$ cat src/rtl/idli_pkg.sv
// Shared idli types and constants: nibble datapath type, UART receiver FSM states
// and the baud divisor used by both UART transmitter and receiver.
package idli_pkg;

    typedef logic [3:0] sqi_data_t;

    typedef enum logic [1:0] {
        UART_RX_IDLE  = 2'd0,
        UART_RX_START = 2'd1,
        UART_RX_DATA  = 2'd2,
        UART_RX_STOP  = 2'd3
    } uart_rx_state_t;

    // Core clocks per UART bit; TX and RX must agree on this.
    localparam int UART_BIT_CYCLES = 16;

endpackage

$ cat src/rtl/idli_uart_rx_fifo_m.sv
// Byte-wide receive FIFO with a nibble-serial read port (low nibble first).
// Handshake: a nibble transfers when vld && acp; vld = not empty; data holds while vld && !acp.
module idli_uart_rx_fifo_m
    import idli_pkg::*;
#(
    parameter int DEPTH = 4
) (
    input  logic       clk,
    input  logic       rst_n,
    input  logic       push,
    input  logic [7:0] wdata,
    output logic       full,
    output sqi_data_t  data,
    output logic       vld,
    input  logic       acp
);

    localparam int AW = $clog2(DEPTH);

    logic [AW:0] wr_ptr;
    logic [AW:0] rd_ptr;
    logic [7:0]  mem [DEPTH];
    logic [7:0]  head;
    logic        nib_sel;
    logic        xfer;
    logic        pop;

    assign vld  = (wr_ptr != rd_ptr);
    assign full = (wr_ptr[AW-1:0] == rd_ptr[AW-1:0]) && (wr_ptr[AW] != rd_ptr[AW]);
    assign head = mem[rd_ptr[AW-1:0]];
    assign data = !vld ? '0 : (nib_sel ? head[7:4] : head[3:0]);
    assign xfer = vld && acp;
    // The byte leaves the FIFO only once its high nibble has been taken.
    assign pop  = xfer && nib_sel;

    always_ff @(posedge clk or negedge rst_n) begin
        if (!rst_n) begin
            wr_ptr  <= '0;
            rd_ptr  <= '0;
            nib_sel <= 1'b0;
        end else begin
            if (push && !full) wr_ptr <= wr_ptr + 1'b1;
            if (pop)           rd_ptr <= rd_ptr + 1'b1;
            if (xfer)          nib_sel <= !nib_sel;
        end
    end

    always_ff @(posedge clk) begin
        if (push && !full) mem[wr_ptr[AW-1:0]] <= wdata;
    end

endmodule

$ cat src/rtl/idli_uart_rx_m.sv
// 8N1 UART receiver: synchroniser, frame FSM and bit timing; received bytes go
// into idli_uart_rx_fifo_m and leave as nibbles over a valid/accept handshake.
module idli_uart_rx_m
    import idli_pkg::*;
#(
    parameter int BIT_CYCLES = UART_BIT_CYCLES,
    parameter int FIFO_DEPTH = 4
) (
    input  logic      i_uart_rx_gck,
    input  logic      i_uart_rx_rst_n,
    input  logic      i_uart_rx,
    output sqi_data_t o_uart_rx_data,
    output logic      o_uart_rx_vld,
    input  logic      i_uart_rx_acp,
    output logic      o_uart_rx_ferr,
    output logic      o_uart_rx_ovf
);

    localparam int CW = $clog2(BIT_CYCLES);
    localparam logic [CW-1:0] HALF_LOAD = CW'(BIT_CYCLES / 2 - 1);
    localparam logic [CW-1:0] FULL_LOAD = CW'(BIT_CYCLES - 1);

    logic           rx_meta;
    logic           rx_sync;
    logic           rx_prev;
    logic [1:0]     sync_fill;
    logic           fall;
    uart_rx_state_t state;
    logic [CW-1:0]  cnt;
    logic [2:0]     bit_idx;
    logic [7:0]     shreg;
    logic           fifo_full;
    logic           push;

    // rx_prev only follows real samples, so a line already low at reset release is not an edge.
    always_ff @(posedge i_uart_rx_gck or negedge i_uart_rx_rst_n) begin
        if (!i_uart_rx_rst_n) begin
            rx_meta   <= 1'b1;
            rx_sync   <= 1'b1;
            rx_prev   <= 1'b0;
            sync_fill <= 2'b00;
        end else begin
            rx_meta   <= i_uart_rx;
            rx_sync   <= rx_meta;
            sync_fill <= {sync_fill[0], 1'b1};
            rx_prev   <= sync_fill[1] ? rx_sync : 1'b0;
        end
    end

    assign fall = rx_prev && !rx_sync;
    assign push = (state == UART_RX_STOP) && (cnt == '0) && rx_sync && !fifo_full;

    always_ff @(posedge i_uart_rx_gck or negedge i_uart_rx_rst_n) begin
        if (!i_uart_rx_rst_n) begin
            state          <= UART_RX_IDLE;
            cnt            <= '0;
            bit_idx        <= '0;
            shreg          <= '0;
            o_uart_rx_ferr <= 1'b0;
            o_uart_rx_ovf  <= 1'b0;
        end else begin
            o_uart_rx_ferr <= 1'b0;
            o_uart_rx_ovf  <= 1'b0;
            case (state)
                UART_RX_IDLE: begin
                    if (fall) begin
                        state <= UART_RX_START;
                        cnt   <= HALF_LOAD;
                    end
                end
                UART_RX_START: begin
                    if (cnt == '0) begin
                        if (!rx_sync) begin
                            state   <= UART_RX_DATA;
                            cnt     <= FULL_LOAD;
                            bit_idx <= '0;
                        end else begin
                            state <= UART_RX_IDLE;
                        end
                    end else begin
                        cnt <= cnt - 1'b1;
                    end
                end
                UART_RX_DATA: begin
                    if (cnt == '0) begin
                        shreg   <= {rx_sync, shreg[7:1]};
                        cnt     <= FULL_LOAD;
                        bit_idx <= bit_idx + 1'b1;
                        if (bit_idx == 3'd7) state <= UART_RX_STOP;
                    end else begin
                        cnt <= cnt - 1'b1;
                    end
                end
                UART_RX_STOP: begin
                    if (cnt == '0) begin
                        state <= UART_RX_IDLE;
                        if (!rx_sync)      o_uart_rx_ferr <= 1'b1;
                        else if (fifo_full) o_uart_rx_ovf <= 1'b1;
                    end else begin
                        cnt <= cnt - 1'b1;
                    end
                end
                default: state <= UART_RX_IDLE;
            endcase
        end
    end

    idli_uart_rx_fifo_m #(
        .DEPTH (FIFO_DEPTH)
    ) u_fifo (
        .clk   (i_uart_rx_gck),
        .rst_n (i_uart_rx_rst_n),
        .push  (push),
        .wdata (shreg),
        .full  (fifo_full),
        .data  (o_uart_rx_data),
        .vld   (o_uart_rx_vld),
        .acp   (i_uart_rx_acp)
    );

endmodule

$ cat config.mk
export PLATFORM = sky130hd
export DESIGN_NAME = idli_uart_rx_m
export DESIGN_NICKNAME = d
export VERILOG_FILES = /design/src/rtl/idli_pkg.sv /design/src/rtl/idli_uart_rx_fifo_m.sv /design/src/rtl/idli_uart_rx_m.sv
export SDC_FILE = /design/constraint.sdc
export NUM_CORES = 1
export LEC_CHECK = 0
export CORE_ASPECT_RATIO = 0.6
export CORE_MARGIN = 2
export CORE_UTILIZATION = 47
export DETAILED_ROUTE_END_ITERATION = 10
export PLACE_DENSITY_LB_ADDON = 0.08
export SYNTH_ARGS = -nofsm -noshare
export SYNTH_HDL_FRONTEND = slang
export SYNTH_SLANG_ARGS = --single-unit
$ cat constraint.sdc
create_clock -name i_uart_rx_gck -period 3.4 [get_ports i_uart_rx_gck]
set_input_delay 0.34 -clock i_uart_rx_gck [delete_from_list [all_inputs] [get_ports i_uart_rx_gck]]
set_output_delay 0.34 -clock i_uart_rx_gck [all_outputs]
set_load 0.005 [all_outputs]
## Yosys cells after proc, flatten, opt, wreduce, memory -nomap -nowiden

Memories as Yosys holds them, arrays and structs flattened.
Index checks and enable logic that the tools add are counted.
W data, S select, Z words.

- Register bits: 31
- Latch bits: 0
- Bits in writable memories: 32
- Bits in read-only memories: 0
- Output and inout bits: 7
- Word-level logic and storage cells: 80
- Memories kept: 1

Memories:

| name | depth | width | read ports | clocked after memory_dff | wr ports | line | RTL |
|---|---|---|---|---|---|---|---|
| u_fifo.mem | 4 | 8 | 1 | 0 | 1 | idli_uart_rx_fifo_m.sv:22 | `logic [7:0] mem [DEPTH];` |

- $add $sub $neg: 4
- Multipliers: 0
- Div/mod/pow operators: 0
- Magnitude comparators: 0
- Equality and inequality tests: 15
- Shifts and indexed selects: 0
- Mux-type cells: 29
- Bitwise operators: 0
- Reduce and logical (&&, ||, !) cells: 18

Operator list:

| operator | count |
|---|---|
| $mux W4 | 7 |
| $pmux W4 S4 | 1 |
| $mux W2 | 6 |
| $ne A2 B2 Y1 const B | 6 |
| $mux W1 | 10 |
| $add A3 B1 Y3 const B | 3 |
| $mux W3 | 3 |
| $logic_and A1 B1 Y1 | 8 |
| $pmux W2 S4 | 1 |
| $pmux W3 S2 | 1 |
| $reduce_and A5 Y1 | 1 |
| $eq A2 B2 Y1 const B | 2 |
| $logic_not A4 Y1 | 1 |
| $reduce_and A4 Y1 | 1 |
| $sub A4 B1 Y4 const B | 1 |
| $eq A3 B3 Y1 const B | 1 |
| $logic_not A1 Y1 | 3 |
| $ne A3 B3 Y1 | 1 |
| $ne A3 B3 Y1 const B | 1 |
| $reduce_and A3 Y1 | 1 |
| $eq A2 B1 Y1 const B | 1 |
| $eq A2 B2 Y1 | 1 |
| $logic_not A2 Y1 | 1 |
| $ne A2 B1 Y1 const B | 1 |
| 3 further kinds | 3 |

## Depth between registers and ports, before layout

Gate-level depths: netlist of run 1.

- Word-level depth: 7
- Depth in mapped cells: 6

## By module

A second synthesis of run 1 with hierarchy kept.

- Cells, all modules: 211
- Area total of the unflattened synthesis: 2896.5 µm²

By module, submodules not included:

| module | times used | cells an instance | area an instance (µm²) | sequential area each (µm²) |
|---|---|---|---|---|
| idli_uart_rx_fifo_m | 1 | 107 | 1690.4 | 1136.1 |
| idli_uart_rx_m | 1 | 104 | 1206.2 | 603.1 |

## Worst setup path before layout of run 1

Ideal clock, no wire load.

- Path kind: register -> register
- From: register cnt[0]
- To: memory u_fifo.mem[3][0] (enable)
- Setup time: 375 ps
- Data arrival time: 1523 ps
- Slack: 1502 ps
- Stages on the path, launching flop included: 6
- Buffers on the path: 0
- Cell sequence: dfrtp_1 inv_1 ha_1 nor3b_2 nand4_1 a21oi_1

- Word-level cells in the longest chain between the ends: 7

Ends and longest elaborated chain:

| element | line | RTL |
|---|---|---|
| start: declaration | idli_uart_rx_m.sv:29 | `logic [CW-1:0] cnt;` |
| start signal: assignment | idli_uart_rx_m.sv:81 | `cnt <= cnt - 1'b1;` |
| start signal: assignment | idli_uart_rx_m.sv:91 | `cnt <= cnt - 1'b1;` |
| start signal: assignment | idli_uart_rx_m.sv:100 | `cnt <= cnt - 1'b1;` |
| $logic_not A4 Y1 | idli_uart_rx_m.sv:51 | `assign push = (state == UART_RX_STOP) && (cnt == '0) && rx_sync && !fifo_full;` |
| $logic_and A1 B1 Y1 (3 in a row) | idli_uart_rx_m.sv:51 |  |
| $logic_and A1 B1 Y1 | idli_uart_rx_fifo_m.sv:49 | `if (push && !full) mem[wr_ptr[AW-1:0]] <= wdata;` |
| $mux W1 | idli_uart_rx_fifo_m.sv:49 |  |
| $mux W1 (not written as such) | idli_uart_rx_fifo_m.sv:49 |  |
| end: declaration | idli_uart_rx_fifo_m.sv:22 |  |

No other way between the ends.

## Worst setup path in the final report of run 1

- From: register u_fifo.rd_ptr[1]
- To: output port o_uart_rx_data[2]

- Word-level cells in the longest chain between the ends: 3
- Elaborated cells on any way between the ends: 4
- Those cells by class: eq/ne: 1; mux: 2; memory: 1

Ends and longest elaborated chain:

| element | line | RTL |
|---|---|---|
| start: declaration | idli_uart_rx_fifo_m.sv:21 | `logic [AW:0] rd_ptr;` |
| start signal: assignment | idli_uart_rx_fifo_m.sv:43 | `if (pop) rd_ptr <= rd_ptr + 1'b1;` |
| $mem_v2 Z4 W8 | n/a |  |
| $mux W4 | idli_uart_rx_fifo_m.sv:31 | `assign data = !vld ? '0 : (nib_sel ? head[7:4] : head[3:0]);` |
| $mux W4 * | idli_uart_rx_fifo_m.sv:31 |  |
| end: declaration | idli_uart_rx_m.sv:12 | `output sqi_data_t o_uart_rx_data,` |

Every way passes the cells marked *; elsewhere a longest branch is shown, timed or not.

==> run metrics, run 1 <==
Clock Power Share 29.3%; routed via count 1584; status complete, no violations; average vias per placed instance 5.406; worst clock skew 0.008261 ns; DR iter-0 viols 89; internal power 1.634 mW; area grow syn2layout 14.20%; fill count 462; CTS root buf clkbuf_8; P_sw 0.7532 mW; RSZ-0062 raised after global routing no; slowest cell on the critical path dfrtp_1; Post-Synthesis Cells 190; H-tree depth 3; crit path time final 2.718 ns; clock latency on the worst-skew pair 0.33 ns; vias in the first global route 1655; Final ANT Viol Nets 0; Lkg Pwr 1.343 nW; die height 64.28 µm; most common cell after layout, fill and taps aside edfxtp_1; GR Util All Layers 17.10%; Reg clk slew, reported paths 0.07 ns; die area 6715 µm²; # setup viols final 0; VDD IR-drop max 0.3011 mV; worst endpoint required time 3.06 ns; Synthesized Nets 207; Seq pwr share 42.1%; synth warn 0; R2R Path Start cnt[0]; GRT Residual Overflow 0; Antenna Cells 0; I/O Pins 11; CTS max path bufs 2; most frequent cells in the layout edfxtp_1 (32), dfrtp_1 (29), ha_1 (13); RD Place Congestion 0.7262; DP Wirelength 3566 µm; synth unique cells 50; core box area 5702 µm²; Worst Path Arrival 2.38 ns; Hold Slack 0.3603 ns; Main synth FF type edfxtp_1; # hold bufs at CTS 0; sw frac 31.55%; TritonCTS Buffers 9; number of placement rows 21; Layout Nets 225; Critical Path Max Stage Delay 0.75 ns; total power draw 2.387 mW; EDFF count, synth 32; Logic pwr share 28.5%; Post-Place Cells 277; Post-CTS Resized 0; setup repair bufs after CTS 0; hold_sp sync_fill[0]; Synth Register Bits 63; CTS tree done; Synth top area share 33.76%; Initial Util 49.92%; worst-path cell chain mux4_1, mux2i_1, nor2_1, clkdlybuf4s50_1; non-filler cells, final 293; worst min path class reg2reg; Yosys top cell by area edfxtp_1; initial antenna violation count 0; Worst Setup Start Kind register; die width 104.5 µm; mapped cell area 2846 µm²; maxcap violations 0; first-pass GRT wire length 8452 µm; Routed WL per cell 16.87 µm; I/O Buffers 10; Setup TNS Final 0 ns; Num Clock Sinks 63; total wire length 4942 µm; crit-path max FO 11; TritonRoute pass-1 iters 4; main area contributors after synthesis edfxtp_1 (34%), dfrtp_1 (25%), ha_1 (5.7%); Final Cycle Share 79.95%; Post-synth ARST share 49.21%; Slew @ Worst Pin 0.6353 ns; Seq/Total Area, Yosys 61.10%; Pins Over Slew Limit 0; maximum number of pins on one net before global-route repair 32; Critical path origin u_fifo.rd_ptr[1]; layout cells sized above 1 22.07%; DRC 0; Slew headroom 57.65%; crit path kind reg2out; syn avg cell area 14.98 µm²; Critical Path Sink Type primary output; Final Hold Vio Count 0; PD cells 734.4 nW/µm²; maximum clock rate 367.9 MHz
per-stage QoR:
stage | worst slack (ns) | cell area [µm²] | util (%)
6_report | 0.6819 | 3251 | 57.01
5_1_grt | 0.5167 | 3251 | 57.01
4_1_cts | 0.6188 | 3251 | 57.01
3_5_place_dp | 0.9911 | 3030 | 53.15
3_3_place_gp | 1.048 | 3030 | 53.15
2_1_floorplan | 1.502 | 2846 | -
registers in the layout, indices dropped and copies added (netlist names), named ones only:
| name | cells |
|---|---|
| rx_meta | 1 |
| u_fifo.rd_ptr | 3 |
| rx_prev | 1 |
| sync_fill | 2 |
| shreg | 8 |
| state | 1 |
| o_uart_rx_ferr | 1 |
| u_fifo.wr_ptr | 3 |
| o_uart_rx_ovf | 1 |
| rx_sync | 1 |
| cnt | 4 |
| u_fifo.mem | 32 |
| u_fifo.nib_sel | 1 |
| bit_idx | 3 |
layout make-up:
type	instances	area, µm²	share of cell area (%)
Sequential cell	63	1739	53.50
Multi-Input combinational cell	113	1042	32.06
Clock buffer	9	123.9	3.811
Timing Repair Buffer	12	115.1	3.541
Tap cell	80	100.1	3.079
Clock inverter	7	96.34	2.964
Inverter	9	33.78	1.039
routing by layer:
metal  track usage, %  wire [µm]  part of all wire [%]
met4            5.912         40                  0.81
met3            5.510        202                   4.1
met1            24.39       2497                    51
met5                0          0                     0
met2            24.75       2201                    45
power by group through the flow:
stage | clock network, mW | registers (mW) | logic [mW]
floorplan | 0 | 0.932 | 0.576
global placement | 0 | 1.02 | 0.649
detailed placement | 0 | 1.02 | 0.678
CTS | 0.724 | 1.01 | 0.683
global route | 0.759 | 1.02 | 0.765
finish | 0.701 | 1.01 | 0.681
critical path: cells and delay by family (launching register included):
| kind | cells | cell delay, ns |
|---|---|---|
| and+or+nand+nor | 1 | 0.06 |
| buffers and inverters | 1 | 0.46 |
| DFF | 1 | 0.75 |
| muxes | 2 | 0.78 |
cell usage after synthesis, types with 2 or more instances:
master,count
a21oi_1,4
a22o_1,3
a2bb2oi_1,2
and2_1,6
clkbuf_1,2
dfrtp_1,29
dfstp_2,2
edfxtp_1,32
ha_1,13
inv_1,9
mux2_2,9
mux2i_1,5
mux4_1,2
mux4_2,6
nand2_1,7
nand3_1,3
nor2_1,11
nor2_2,2
nor3_1,4
o21ai_0,5
o21ai_2,2
xnor2_1,2
xor2_2,3
logic make-up after synthesis:
logic type	synth area share, %
other	0.1317
DFF	61.10
adders and majority gates	5.714
xor gates and xnor gates	2.638
buffers and inverters	2.286
muxes	12.84
and+or+nand+nor	8.441
AOI/OAI and AO/OA	6.858
path summary, 6_finish.rpt:
path / slack, ns / cells after the start / end
max: 0.68 / 4 / o_uart_rx_data[2]
min: 0.36 / 0 / sync_fill[1]
max in group asynchronous: 2.67 / 2 / rx_meta
max reg2reg: 1.06 / 6 / u_fifo.mem[0][4]
min in group asynchronous: 0.41 / 2 / cnt[3]
min reg2reg: 0.36 / 0 / sync_fill[1]
(Power assumes the default switching activity.)
==> run 2: changes to the inputs <==
- clock period: 3.4 -> 2.8 ns (I/O delays scaled with it)
==> run 2 against run 1 <==
Against the previous run:
- hold slack lost 0.016 ns
- setup slack lost 0.36 ns
- first-iteration DRC count decreased by 9.0%
- clock skew grew 0.00055 ns
- combinational power rose by 20%
- final cell count unchanged
- utilization shrank 0.37 points
- via count fell by 1.4%
- power grew 18%
- count of clock-buffer cells in the layout up 1
- flip-flop and latch count did not move
- critical path depth unchanged
- largest power group unchanged
==> run metrics, run 2 (synthesized netlist as in run 1, its figures left out) <==
RSZ-0062 raised after global routing no; max reg flops 32; core box area 5702 µm²; average vias per placed instance 5.331; Antenna Cells 0; Multi-input gate area 1042 µm²; Pins Over Slew Limit 0; Critical Path Sink Type primary output; die height 64.28 µm; CTS tree done; Final Cell Area 3229 µm²; worst endpoint required time 2.52 ns; Num Clock Sinks 63; GR Util All Layers 17.94%; Routed WL per cell 17.24 µm; Sequential Area 1740 µm²; worst min path class in2reg; CTS max path bufs 2; PD cells 870.8 nW/µm²; crit path time final 2.478 ns; total wire length 5052 µm; Final Hold Vio Count 0; # hold bufs at CTS 0; most common cell after layout, fill and taps aside edfxtp_1; TritonCTS Buffers 9; Reg2Reg Depth 6; DR iter-0 viols 81; routed via count 1562; Worst Path Arrival 2.20 ns; crit path kind reg2out; Worst Setup Start Kind register; RD Place Congestion 0.7295; R2R Path Start cnt[0]; Reg clk slew, reported paths 0.07 ns; Slew headroom 54.65%; Final Cycle Share 88.50%; crit-path max FO 11; FF-to-FF End u_fifo.mem[2][6]; Layout Nets 225; Critical path origin u_fifo.rd_ptr[1]; Slew @ Worst Pin 0.6781 ns; status complete, no violations; layout cells sized above 1 22.07%; # setup viols final 0; Setup TNS Final 0 ns; die width 104.5 µm; VDD IR-drop max 0.3376 mV; fill count 459; maximum clock rate 403.5 MHz; setup repair bufs after CTS 0; vias in the first global route 1632; worst clock skew 0.008811 ns; maximum number of pins on one net before global-route repair 17; clock latency on the worst-skew pair 0.34 ns; worst setup path endpoint o_uart_rx_data[2]; DRC 0; maxcap violations 0; r2r setup slk 0.51 ns; Post-CTS Resized 0; placed cell area 3030 µm²; CTS root buf clkbuf_8; die area 6715 µm²; I/O Buffers 10; GRT Residual Overflow 0; Initial Util 49.92%; Final ANT Viol Nets 0; initial antenna violation count 0; H-tree depth 3; first-pass GRT wire length 8652 µm; most frequent cells in the layout edfxtp_1 (32), dfrtp_1 (28), ha_1 (13); DP Wirelength 3560 µm; area grow syn2layout 13.45%; TritonRoute pass-1 iters 4; Lkg Pwr 1.341 nW; number of placement rows 21; I/O Pins 11
run 2: cell types whose count changed in the layout (fill, tap and decap cells not counted), sizes merged:
cell and delta:
clkbuf +1, bufinv -1, clkinvlp -3, clkinv +3
run 2: final cells by class:
class | instances | share of cell area [%]
clock buffers | 10 | 3.952
clock inverters | 6 | 2.170
inverters | 9 | 1.046
multi-input cells | 113 | 32.27
flip-flops and latches | 63 | 53.89
well taps | 80 | 3.100
repair buffers | 12 | 3.564
run 2: how the worst min path moves through the flow:
stage,to,cells past startpoint,slack [ns],start
finish,rx_meta,1,0.34,i_uart_rx
global route,rx_meta,1,0.32,i_uart_rx
global placement,sync_fill[1],0,0.33,sync_fill[0]
CTS,rx_meta,1,0.33,i_uart_rx
detailed placement,sync_fill[1],0,0.34,sync_fill[0]
floorplan,async pin,0,-0.02,i_uart_rx_rst_n
run 2: power breakdown:
group | switching, mW | internal (mW)
combinational | 0.384 | 0.431
sequential | 0.171 | 1.05
clock | 0.357 | 0.417
total | 0.912 | 1.90
run 2: critical path, stage by stage, from the launching register on:
cell	delay, ns
dfrtp_2	0.58
mux4_1	0.62
mux2i_1	0.15
nor2_1	0.06
clkdlybuf4s50_1	0.46
run 2: routing by layer:
metal  vias up  wire (µm)  GRT usage [%]
li1        736          -              -
met5         -          0              0
met4         0         35          5.574
met2        28       2255          25.41
met1       796       2540          25.30
met3         2        220          7.245
run 2: stage by stage:
stage | utilization (%) | setup slack, ns | instances | hold WS [ns] | total power [mW]
after CTS | 56.62 | 0.07850 | 293 | 0.3250 | 2.836
after detailed placement | 53.15 | 0.4481 | 277 | 0.3379 | 2.059
after floorplan | - | 0.9020 | 190 | -0.01559 | 1.831
final | 56.64 | 0.3219 | 293 | 0.3438 | 2.812
after global placement | 53.15 | 0.5032 | 277 | 0.3350 | 2.023
after global routing | 56.64 | 0.2232 | 293 | 0.3234 | 3.011
